### src/rtl/y86_seq_ctrl_if.sv
// Bundle of fetch/memory handshakes, next-PC candidates and status outputs
// for the Y86 sequential controller. master = controller side, slave = datapath/memory side.
interface y86_seq_ctrl_if #(
  parameter int ADDR_W = 64,
  parameter int CNT_W  = 32
);
  logic              imem_ack_i;
  logic [3:0]        icode_i;
  logic              instr_valid_i;
  logic              imem_error_i;
  logic              dmem_ack_i;
  logic              dmem_error_i;
  logic              cnd_i;
  logic [ADDR_W-1:0] valC_i;
  logic [ADDR_W-1:0] valP_i;
  logic [ADDR_W-1:0] valM_i;
  logic [ADDR_W-1:0] pc_o;
  logic              imem_req_o;
  logic              dmem_req_o;
  logic              dmem_wr_o;
  logic              cc_we_o;
  logic              reg_we_o;
  logic [1:0]        stat_o;
  logic [2:0]        state_o;
  logic [CNT_W-1:0]  retired_o;

  modport master (
    input  imem_ack_i, icode_i, instr_valid_i, imem_error_i,
           dmem_ack_i, dmem_error_i, cnd_i, valC_i, valP_i, valM_i,
    output pc_o, imem_req_o, dmem_req_o, dmem_wr_o, cc_we_o, reg_we_o,
           stat_o, state_o, retired_o
  );

  modport slave (
    output imem_ack_i, icode_i, instr_valid_i, imem_error_i,
           dmem_ack_i, dmem_error_i, cnd_i, valC_i, valP_i, valM_i,
    input  pc_o, imem_req_o, dmem_req_o, dmem_wr_o, cc_we_o, reg_we_o,
           stat_o, state_o, retired_o
  );
endinterface

### src/rtl/y86_seq_ctrl.sv
// Y86 sequential-processor controller: steps one instruction through
// fetch/decode/execute/memory/writeback/PC-update, with bounded memory waits
// and an absorbing STOP state carrying the final status code.
module y86_seq_ctrl #(
  parameter int ADDR_W  = 64,
  parameter int CNT_W   = 32,
  parameter int TIMEOUT = 16
) (
  input  logic          clk_i,
  input  logic          rst_n_i,
  y86_seq_ctrl_if.master bus
);

  typedef enum logic [2:0] {
    S_FETCH   = 3'd0,
    S_DECODE  = 3'd1,
    S_EXECUTE = 3'd2,
    S_MEMORY  = 3'd3,
    S_WRBACK  = 3'd4,
    S_PCUPD   = 3'd5,
    S_STOP    = 3'd6
  } state_e;

  localparam logic [1:0] STAT_AOK = 2'b00;
  localparam logic [1:0] STAT_HLT = 2'b01;
  localparam logic [1:0] STAT_ADR = 2'b10;
  localparam logic [1:0] STAT_INS = 2'b11;
  localparam logic [7:0] TMO      = 8'(TIMEOUT);

  state_e            state_q, state_d;
  logic [ADDR_W-1:0] pc_q, pc_d;
  logic [1:0]        stat_q, stat_d;
  logic [CNT_W-1:0]  retired_q, retired_d;
  logic [7:0]        wait_q, wait_d;
  logic [3:0]        icode_q, icode_d;
  logic [7:0]        wait_inc;
  logic              is_mem, is_wr, is_reg;

  assign wait_inc = wait_q + 8'd1;
  assign is_mem   = icode_q inside {4'h4, 4'h5, 4'h8, 4'h9, 4'hA, 4'hB};
  assign is_wr    = icode_q inside {4'h4, 4'h8, 4'hA};
  assign is_reg   = icode_q inside {4'h2, 4'h3, 4'h5, 4'h6, 4'h8, 4'h9, 4'hA, 4'hB};

  // State and architectural registers; everything clears the moment reset asserts.
  always_ff @(posedge clk_i or negedge rst_n_i) begin
    if (!rst_n_i) begin
      state_q   <= S_FETCH;
      pc_q      <= '0;
      stat_q    <= STAT_AOK;
      retired_q <= '0;
      wait_q    <= '0;
      icode_q   <= '0;
    end else begin
      state_q   <= state_d;
      pc_q      <= pc_d;
      stat_q    <= stat_d;
      retired_q <= retired_d;
      wait_q    <= wait_d;
      icode_q   <= icode_d;
    end
  end

  // Next-state logic; an ack in the cycle the wait count would hit TIMEOUT is honoured.
  always_comb begin
    state_d   = state_q;
    pc_d      = pc_q;
    stat_d    = stat_q;
    retired_d = retired_q;
    wait_d    = wait_q;
    icode_d   = icode_q;
    case (state_q)
      S_FETCH: begin
        if (bus.imem_ack_i) begin
          wait_d  = '0;
          icode_d = bus.icode_i;
          if (bus.imem_error_i) begin
            state_d = S_STOP;
            stat_d  = STAT_ADR;
          end else if (!bus.instr_valid_i) begin
            state_d = S_STOP;
            stat_d  = STAT_INS;
          end else begin
            state_d = S_DECODE;
          end
        end else begin
          wait_d = wait_inc;
          if (wait_inc == TMO) begin
            state_d = S_STOP;
            stat_d  = STAT_ADR;
          end
        end
      end
      S_DECODE: begin
        if (icode_q == 4'h0) begin
          state_d = S_STOP;
          stat_d  = STAT_HLT;
        end else begin
          state_d = S_EXECUTE;
        end
      end
      S_EXECUTE: begin
        if (is_mem) begin
          state_d = S_MEMORY;
          wait_d  = '0;
        end else begin
          state_d = S_WRBACK;
        end
      end
      S_MEMORY: begin
        if (bus.dmem_ack_i) begin
          wait_d = '0;
          if (bus.dmem_error_i) begin
            state_d = S_STOP;
            stat_d  = STAT_ADR;
          end else begin
            state_d = S_WRBACK;
          end
        end else begin
          wait_d = wait_inc;
          if (wait_inc == TMO) begin
            state_d = S_STOP;
            stat_d  = STAT_ADR;
          end
        end
      end
      S_WRBACK: state_d = S_PCUPD;
      S_PCUPD: begin
        case (icode_q)
          4'h8:    pc_d = bus.valC_i;
          4'h7:    pc_d = bus.cnd_i ? bus.valC_i : bus.valP_i;
          4'h9:    pc_d = bus.valM_i;
          default: pc_d = bus.valP_i;
        endcase
        retired_d = retired_q + CNT_W'(1);
        wait_d    = '0;
        state_d   = S_FETCH;
      end
      S_STOP:  state_d = S_STOP;
      default: state_d = S_FETCH;
    endcase
  end

  // Strobes decoded from the current state; fetch request is held off while reset is low.
  always_comb begin
    bus.imem_req_o = 1'b0;
    bus.dmem_req_o = 1'b0;
    bus.dmem_wr_o  = 1'b0;
    bus.cc_we_o    = 1'b0;
    bus.reg_we_o   = 1'b0;
    case (state_q)
      S_FETCH:   bus.imem_req_o = rst_n_i;
      S_EXECUTE: bus.cc_we_o    = (icode_q == 4'h6);
      S_MEMORY: begin
        bus.dmem_req_o = 1'b1;
        bus.dmem_wr_o  = is_wr;
      end
      S_WRBACK:  bus.reg_we_o   = is_reg;
      default:   bus.imem_req_o = 1'b0;
    endcase
  end

  assign bus.pc_o      = pc_q;
  assign bus.stat_o    = stat_q;
  assign bus.state_o   = state_q;
  assign bus.retired_o = retired_q;

endmodule

### src/flat_wrapper.sv
// flat-port wrapper written by rule: the top's interface ports become plain ports
module y86_seq_ctrl_flat 
#(
  parameter int ADDR_W  = 64,
  parameter int CNT_W   = 32,
  parameter int TIMEOUT = 16
)
  (clk_i, rst_n_i, bus_imem_ack_i, bus_icode_i, bus_instr_valid_i, bus_imem_error_i, bus_dmem_ack_i, bus_dmem_error_i, bus_cnd_i, bus_valC_i, bus_valP_i, bus_valM_i, bus_pc_o, bus_imem_req_o, bus_dmem_req_o, bus_dmem_wr_o, bus_cc_we_o, bus_reg_we_o, bus_stat_o, bus_state_o, bus_retired_o);
  y86_seq_ctrl_if #(.ADDR_W(ADDR_W), .CNT_W(CNT_W)) bus_i ();
  input  logic clk_i;
  input  logic rst_n_i;
  input wire logic [$bits(bus_i.imem_ack_i)-1:0] bus_imem_ack_i;
  input wire logic [$bits(bus_i.icode_i)-1:0] bus_icode_i;
  input wire logic [$bits(bus_i.instr_valid_i)-1:0] bus_instr_valid_i;
  input wire logic [$bits(bus_i.imem_error_i)-1:0] bus_imem_error_i;
  input wire logic [$bits(bus_i.dmem_ack_i)-1:0] bus_dmem_ack_i;
  input wire logic [$bits(bus_i.dmem_error_i)-1:0] bus_dmem_error_i;
  input wire logic [$bits(bus_i.cnd_i)-1:0] bus_cnd_i;
  input wire logic [$bits(bus_i.valC_i)-1:0] bus_valC_i;
  input wire logic [$bits(bus_i.valP_i)-1:0] bus_valP_i;
  input wire logic [$bits(bus_i.valM_i)-1:0] bus_valM_i;
  output wire logic [$bits(bus_i.pc_o)-1:0] bus_pc_o;
  output wire logic [$bits(bus_i.imem_req_o)-1:0] bus_imem_req_o;
  output wire logic [$bits(bus_i.dmem_req_o)-1:0] bus_dmem_req_o;
  output wire logic [$bits(bus_i.dmem_wr_o)-1:0] bus_dmem_wr_o;
  output wire logic [$bits(bus_i.cc_we_o)-1:0] bus_cc_we_o;
  output wire logic [$bits(bus_i.reg_we_o)-1:0] bus_reg_we_o;
  output wire logic [$bits(bus_i.stat_o)-1:0] bus_stat_o;
  output wire logic [$bits(bus_i.state_o)-1:0] bus_state_o;
  output wire logic [$bits(bus_i.retired_o)-1:0] bus_retired_o;
  assign bus_i.imem_ack_i = bus_imem_ack_i;
  assign bus_i.icode_i = bus_icode_i;
  assign bus_i.instr_valid_i = bus_instr_valid_i;
  assign bus_i.imem_error_i = bus_imem_error_i;
  assign bus_i.dmem_ack_i = bus_dmem_ack_i;
  assign bus_i.dmem_error_i = bus_dmem_error_i;
  assign bus_i.cnd_i = bus_cnd_i;
  assign bus_i.valC_i = bus_valC_i;
  assign bus_i.valP_i = bus_valP_i;
  assign bus_i.valM_i = bus_valM_i;
  assign bus_pc_o = bus_i.pc_o;
  assign bus_imem_req_o = bus_i.imem_req_o;
  assign bus_dmem_req_o = bus_i.dmem_req_o;
  assign bus_dmem_wr_o = bus_i.dmem_wr_o;
  assign bus_cc_we_o = bus_i.cc_we_o;
  assign bus_reg_we_o = bus_i.reg_we_o;
  assign bus_stat_o = bus_i.stat_o;
  assign bus_state_o = bus_i.state_o;
  assign bus_retired_o = bus_i.retired_o;
  y86_seq_ctrl #(.ADDR_W(ADDR_W), .CNT_W(CNT_W), .TIMEOUT(TIMEOUT)) u_core (.clk_i(clk_i), .rst_n_i(rst_n_i), .bus(bus_i));
endmodule
### config.mk
export PLATFORM = sky130hd
export DESIGN_NAME = y86_seq_ctrl_flat
export DESIGN_NICKNAME = d
export VERILOG_FILES = /design/src/rtl/y86_seq_ctrl_if.sv /design/src/rtl/y86_seq_ctrl.sv /design/src/flat_wrapper.sv
export SDC_FILE = /design/constraint.sdc
export NUM_CORES = 1
export LEC_CHECK = 0
export BUFFER_PORTS_ARGS = -buffer_cell sky130_fd_sc_hd__buf_2
export CORE_MARGIN = 1
export CORE_UTILIZATION = 41
export DETAILED_ROUTE_END_ITERATION = 16
export GPL_TIMING_DRIVEN = 0
export PLACE_DENSITY_LB_ADDON = 0.12
export SLEW_MARGIN = 20
export SYNTH_ARGS = -nofsm -noshare
export SYNTH_HDL_FRONTEND = slang
export SYNTH_SLANG_ARGS = --single-unit
### constraint.sdc
create_clock -name clk_i -period 1.55 [get_ports clk_i]
set_clock_uncertainty 0.05 [all_clocks]
set_input_delay 0.155 -clock clk_i [delete_from_list [all_inputs] [get_ports clk_i]]
set_output_delay 0.155 -clock clk_i [all_outputs]
set_load 0.01 [all_outputs]
==> impl_results.md, run 1 <==
* Top post-synthesis cells by count: dfrtp_1 (113), nand2_1 (90), nor2_1 (77)
* Port bufs at 309
* Detail Placement HPWL at about 15000 um
* Post-synth ARST share at 100%
* Num CTS Buffers at 17
* Synthesis-stage register bit count at 113
* Die X-Extent at 120 um
* Worst-path endpoint category: register data pin
* Clock root buffer: clkbuf_16
* Leading cell type by number of instances after synthesis: dfrtp_1
* Post-Syn Nets at 815
* Largest area contributor in the synthesized netlist: dfrtp_1
* GR repair worst EP: u_core.wait_q[5]$_DFFE_PN0P_/D
* Initial Utilization at 42.7%
* Mapped Area at 5750 um2
* Stop stage: global routing
* Sequential fraction of the synthesis area at 49.2%
* Distinct cells, synth at 54
* Yosys Warn Count at 0
* Avg Cell Area, Syn at between 9 and 10 um2
* Gr usage total at 87.8%
* Io pins at 310
* Gate Count Post-Synth at 609
* Status: did not finish
* Halt Reason: [ERROR GRT-0232] Routing congestion too high. Check the congestion heatmap in the GUI.
* Post-synth top area share at 49.2%
* Clk sinks at between 100 and 150
* Largest net degree at the start of global routing at 69
* Global route overflow at 387
* H-tree levels at 4
* Initial antenna violation count at 8
* Dominant synthesized flop cell: dfrtp_1
* Die Y at 120 um
* Synth area leaders: dfrtp_1 (49%), a221oi_1 (9.9%), a21oi_1 (6.1%)
* Max clock buf depth at 2
* Row cnt at 42
* GP Congestion at 0.895
* Post-synth EDFFs at 0
[cells by family after synthesis]
kind of cell,Yosys count,synth area share [%]
AND/OR/NAND/NOR,235,19.0
AO/OA/AOI/OAI,170,20.6
flip-flops,113,49.2
buffers and inverters,54,5.25
XOR/XNOR,31,4.72
multiplexers,4,0.827
adder cells (fa/ha/maj),2,0.435
[what timing repair did]
action | in CTS
gates resized for setup | 139
hold buffers | 170
setup endpoints to repair | 113
pin swaps | 50
buffers inserted | 51
gates cloned | 5
hold endpoints to repair | 113
[per-stage QoR]
stage | area (um2) | worst slack, ns | setup TNS, ns | std cells
after CTS | 11400 | -0.252 | -16.44 | 1352
after global placement | 7950 | -1.39 | -176.99 | 1094
after detailed placement | 7980 | -0.610 | -41.05 | 1095
after floorplan | 6180 | -0.165 | -10.02 | 609
[per-layer routing]
layer,overflow,track usage [%]
met3,4,68.9
met1,1,83.2
met2,249,107
met4,131,103
met5,2,18.8
==> run 2: changes to the inputs <==
--- a/config.mk
+++ b/config.mk
@@ -7,10 +7,10 @@
 export LEC_CHECK = 0
 export BUFFER_PORTS_ARGS = -buffer_cell sky130_fd_sc_hd__buf_2
 export CORE_MARGIN = 1
-export CORE_UTILIZATION = 41
+export CORE_UTILIZATION = 40
 export DETAILED_ROUTE_END_ITERATION = 16
 export GPL_TIMING_DRIVEN = 0
-export PLACE_DENSITY_LB_ADDON = 0.12
+export PLACE_DENSITY_LB_ADDON = 0.15
 export SLEW_MARGIN = 20
 export SYNTH_ARGS = -nofsm -noshare
 export SYNTH_HDL_FRONTEND = slang
==> constraint.sdc (replaced) <==
create_clock -name clk_i -period 2 [get_ports clk_i]
set_clock_uncertainty 0.05 [all_clocks]
set_input_delay 0.2 -clock clk_i [delete_from_list [all_inputs] [get_ports clk_i]]
set_output_delay 0.2 -clock clk_i [all_outputs]
set_load 0.01 [all_outputs]
==> run 2 against run 1 <==
Synthesized area unchanged. The run now ends clean. Synthesized cell count unchanged.
==> impl_results.md, run 2 <==
* Distinct cells, synth at 54
* CP Max Fanout at 10
* GP Congestion at roughly 0.84
* Global-route wire length before repair at 32100 um
* Largest register FFs at 64
* Crit-path slowest cell: dfrtp_1
* Clk sinks at roughly 110
* Largest net degree at the start of global routing at 71
* CP Capture Type: primary output
* Post-synth ARST share at 100%
* Gate Count Post-Synth at 609
* Clock root buffer: clkbuf_16
* Wire per inst at 17.6 um
* Endpoints failing hold at 0
* CP most frequent cell: buf_2
* Detail Placement HPWL at ~15000 um
* Vias/cell at 5.33
* Proportion of layout cells with a drive suffix above 1 at 43.5%
* Num CTS Buffers at 17
* Kind of critical path: reg2out
* Commonest non-fill, non-tap cell in the layout: buf_2
* Post-layout min period at between 1.5 and 2 ns
* Delay of the slowest critical-path stage at about 0.4 ns
* Die Y at 122 um
* Int Power at 7.18 mW
* Initial antenna violation count at 6
* Sw frac at 39.7%
* Final wirelength at approximately 21000 um
* Worst VDD drop at between 0.0007 and 0.0008 V
* Clock share of power at 24.4%
* Number of remaining DRC errors at 0
* Row cnt at 43
* Io pins at 310
* Largest area contributor in the synthesized netlist: dfrtp_1
* Reg area at 2830 um2
* Mapped Area at 5750 um2
* Multi-input logic area at roughly 2900 um2
* Synth Area in XOR/XNOR at 4.72%
* Hold Crit Class: in2reg
* First-pass DRT Iterations at 5
* DR iter-0 viols at between 400 and 500
* Post-synth EDFFs at 0
* H-tree levels at 4
* Gr usage total at 28.3%
* Status: finished, final reports clean
* Adder-cell area share of the yosys netlist at 0.435%
* Worst-Margin Slew at 0.690 ns
* RSZ-0062 raised after global routing: true
* R2R Setup Slk at 0.07 ns
* Critical path startpoint category: flop
* Critical Path AT at between 1.5 and 2 ns
* Comb pwr share at 45.2%
* Mux cell area share after synthesis at 0.827%
* Final net count at 1218
* Clock slew at reported path FFs at roughly 0.060 ns
* Layout overhead on the synthesized area at 60.1%
* Commonest cells after routing, fill and taps aside: buf_2 (316), dfrtp_1 (113), nand2_1 (89)
* Register share of total power at 30.4%
* MaxCap Viol Count at 0
* Sequential fraction of the synthesis area at 49.2%
* PwrDens at 1290 nW/um2
* DRT antenna net count at 0
* Synthesis-stage register bit count at ~110
* P_sw at 4.72 mW
* Via count at 6446
* Core ar. at about 14000 um2
* Max clock buf depth at 2
* Largest family of logic cells by synthesized area: compound AO/OA/AOI/OAI gates
* Post-Syn Nets at 815
* Vias in the first global route at 6384
* Leading cell type by number of instances after synthesis: dfrtp_1
* Setup_tns at 0 ns
* Hold slack final at between 0.03 and 0.04 ns
* Yosys Warn Count at 0
* Post-synth top area share at 49.2%
* Buf/Inv on CP at 2
* Dominant synthesized flop cell: dfrtp_1
* Placed Area at roughly 7600 um2
* Worst skew pair latency at 0.42 ns
* Synth Area in Compound Gates at 20.6%
* Max-slew violations at 0
* Port bufs at 309
* CP top delay family: flip-flops
* Fillers at 1181
* Final setup viols at 0
* Synth area leaders: dfrtp_1 (49%), a221oi_1 (9.9%), a21oi_1 (6.1%)
* CP cell instances: buf_2, nor2_1, nand2_1, a221oi_1, buf_2
* Slew HR at 54.0%
* Leakage at about 4.4 nW
* Final period util at 97.3%
* Die area at between 10000 and 15000 um2
* Initial Utilization at roughly 41%
* CTS tree: done
* Avg Cell Area, Syn at 9.44 um2
* Post-synthesis simple-gate area fraction at 19.0%
* Die X-Extent at about 120 um
* Design area at between 9000 and 10000 um2
* CP required at between 1.5 and 2 ns
* FMAX at 514 MHz
* Top post-synthesis cells by count: dfrtp_1 (113), nand2_1 (90), nor2_1 (77)
* Global route overflow at 0
==> run 2: worst reg2reg max path, cell delays in order (launching register included) <==
cell,delay (ns)
dfrtp_1,0.42
nand2b_1,0.32
nand2_1,0.10
a22o_1,0.22
buf_6,0.14
or2_1,0.23
buf_6,0.14
o31ai_2,0.22
==> run 2: metrics by stage <==
stage	setup slack, ns	std cells	power, mW	utilization (%)
after floorplan	0.230	609	6.52	-
after global placement	-0.902	1098	8.37	54.0
after detailed placement	-0.303	1099	8.44	54.2
after CTS	0.00295	1202	11.7	64.2
after global routing	-0.0373	1209	12.6	66.0
final	0.0548	1210	11.9	66.0
==> run 2: layout make-up <==
class / instances / share of cell area (%)
clock inverters: 5 / 0.544
inverters: 10 / 0.408
clock buffers: 26 / 5.64
diodes: 6 / 0.163
repair buffers: 384 / 25.1
well taps: 180 / 2.45
multi-input cells: 442 / 31.6
flip-flops and latches: 113 / 30.7
plain buffers: 44 / 3.39
==> run 2: worst paths after layout <==
path	from	endpoint	depth (start not counted)
max in group asynchronous	rst_n_i	u_core.bus.pc_o[56]	3
max	u_core.bus.state_o[1]	bus_reg_we_o	5
min reg2reg	u_core.bus.retired_o[31]	u_core.bus.retired_o[31]	1
min	bus_valM_i[23]	u_core.bus.pc_o[23]	3
min in group asynchronous	rst_n_i	u_core.wait_q[6]	2
max reg2reg	u_core.bus.state_o[0]	u_core.wait_q[5]	7
==> run 2: routing by layer <==
metal  track usage, %  vias up  part of all wire (%)
met5                0        -                     0
met4             14.4        0                   2.9
met3             8.80       52                   7.7
met2             46.4      274                    50
met1             33.3     3089                    39
li1                 -     3031                     -
==> run 2: power by group through the flow <==
stage	sequential (mW)	combinational, mW	clock [mW]
floorplan	3.94	2.59	0
global placement	3.60	4.77	0
detailed placement	3.61	4.83	0
CTS	3.61	5.08	2.96
global route	3.71	5.87	3.05
finish	3.62	5.38	2.90
==> run 2: timing repair <==
| action | 4_1_cts | 5_1_grt |
|---|---|---|
| endpoints found under the setup margin | 70 | 74 |
| setup buffers | 3 | 2 |
| resized for setup | 26 | 53 |
| pin swaps | 2 | 2 |
| hold endpoints to repair | 111 | 0 |
| hold buffers | 69 | 0 |
==> run 2: cell families (layout without fill, tap and decap cells) <==
family                   after synthesis  after routing
AO/OA/AOI/OAI                        170            170
multiplexers                           4              4
adder cells (fa/ha/maj)                2              2
XOR/XNOR                              31             31
AND/OR/NAND/NOR                      235            235
flip-flops                           113            113
other                                  0              6
buffers and inverters                 54            469
No activity file was read; power rests on OpenSTA's default activity.
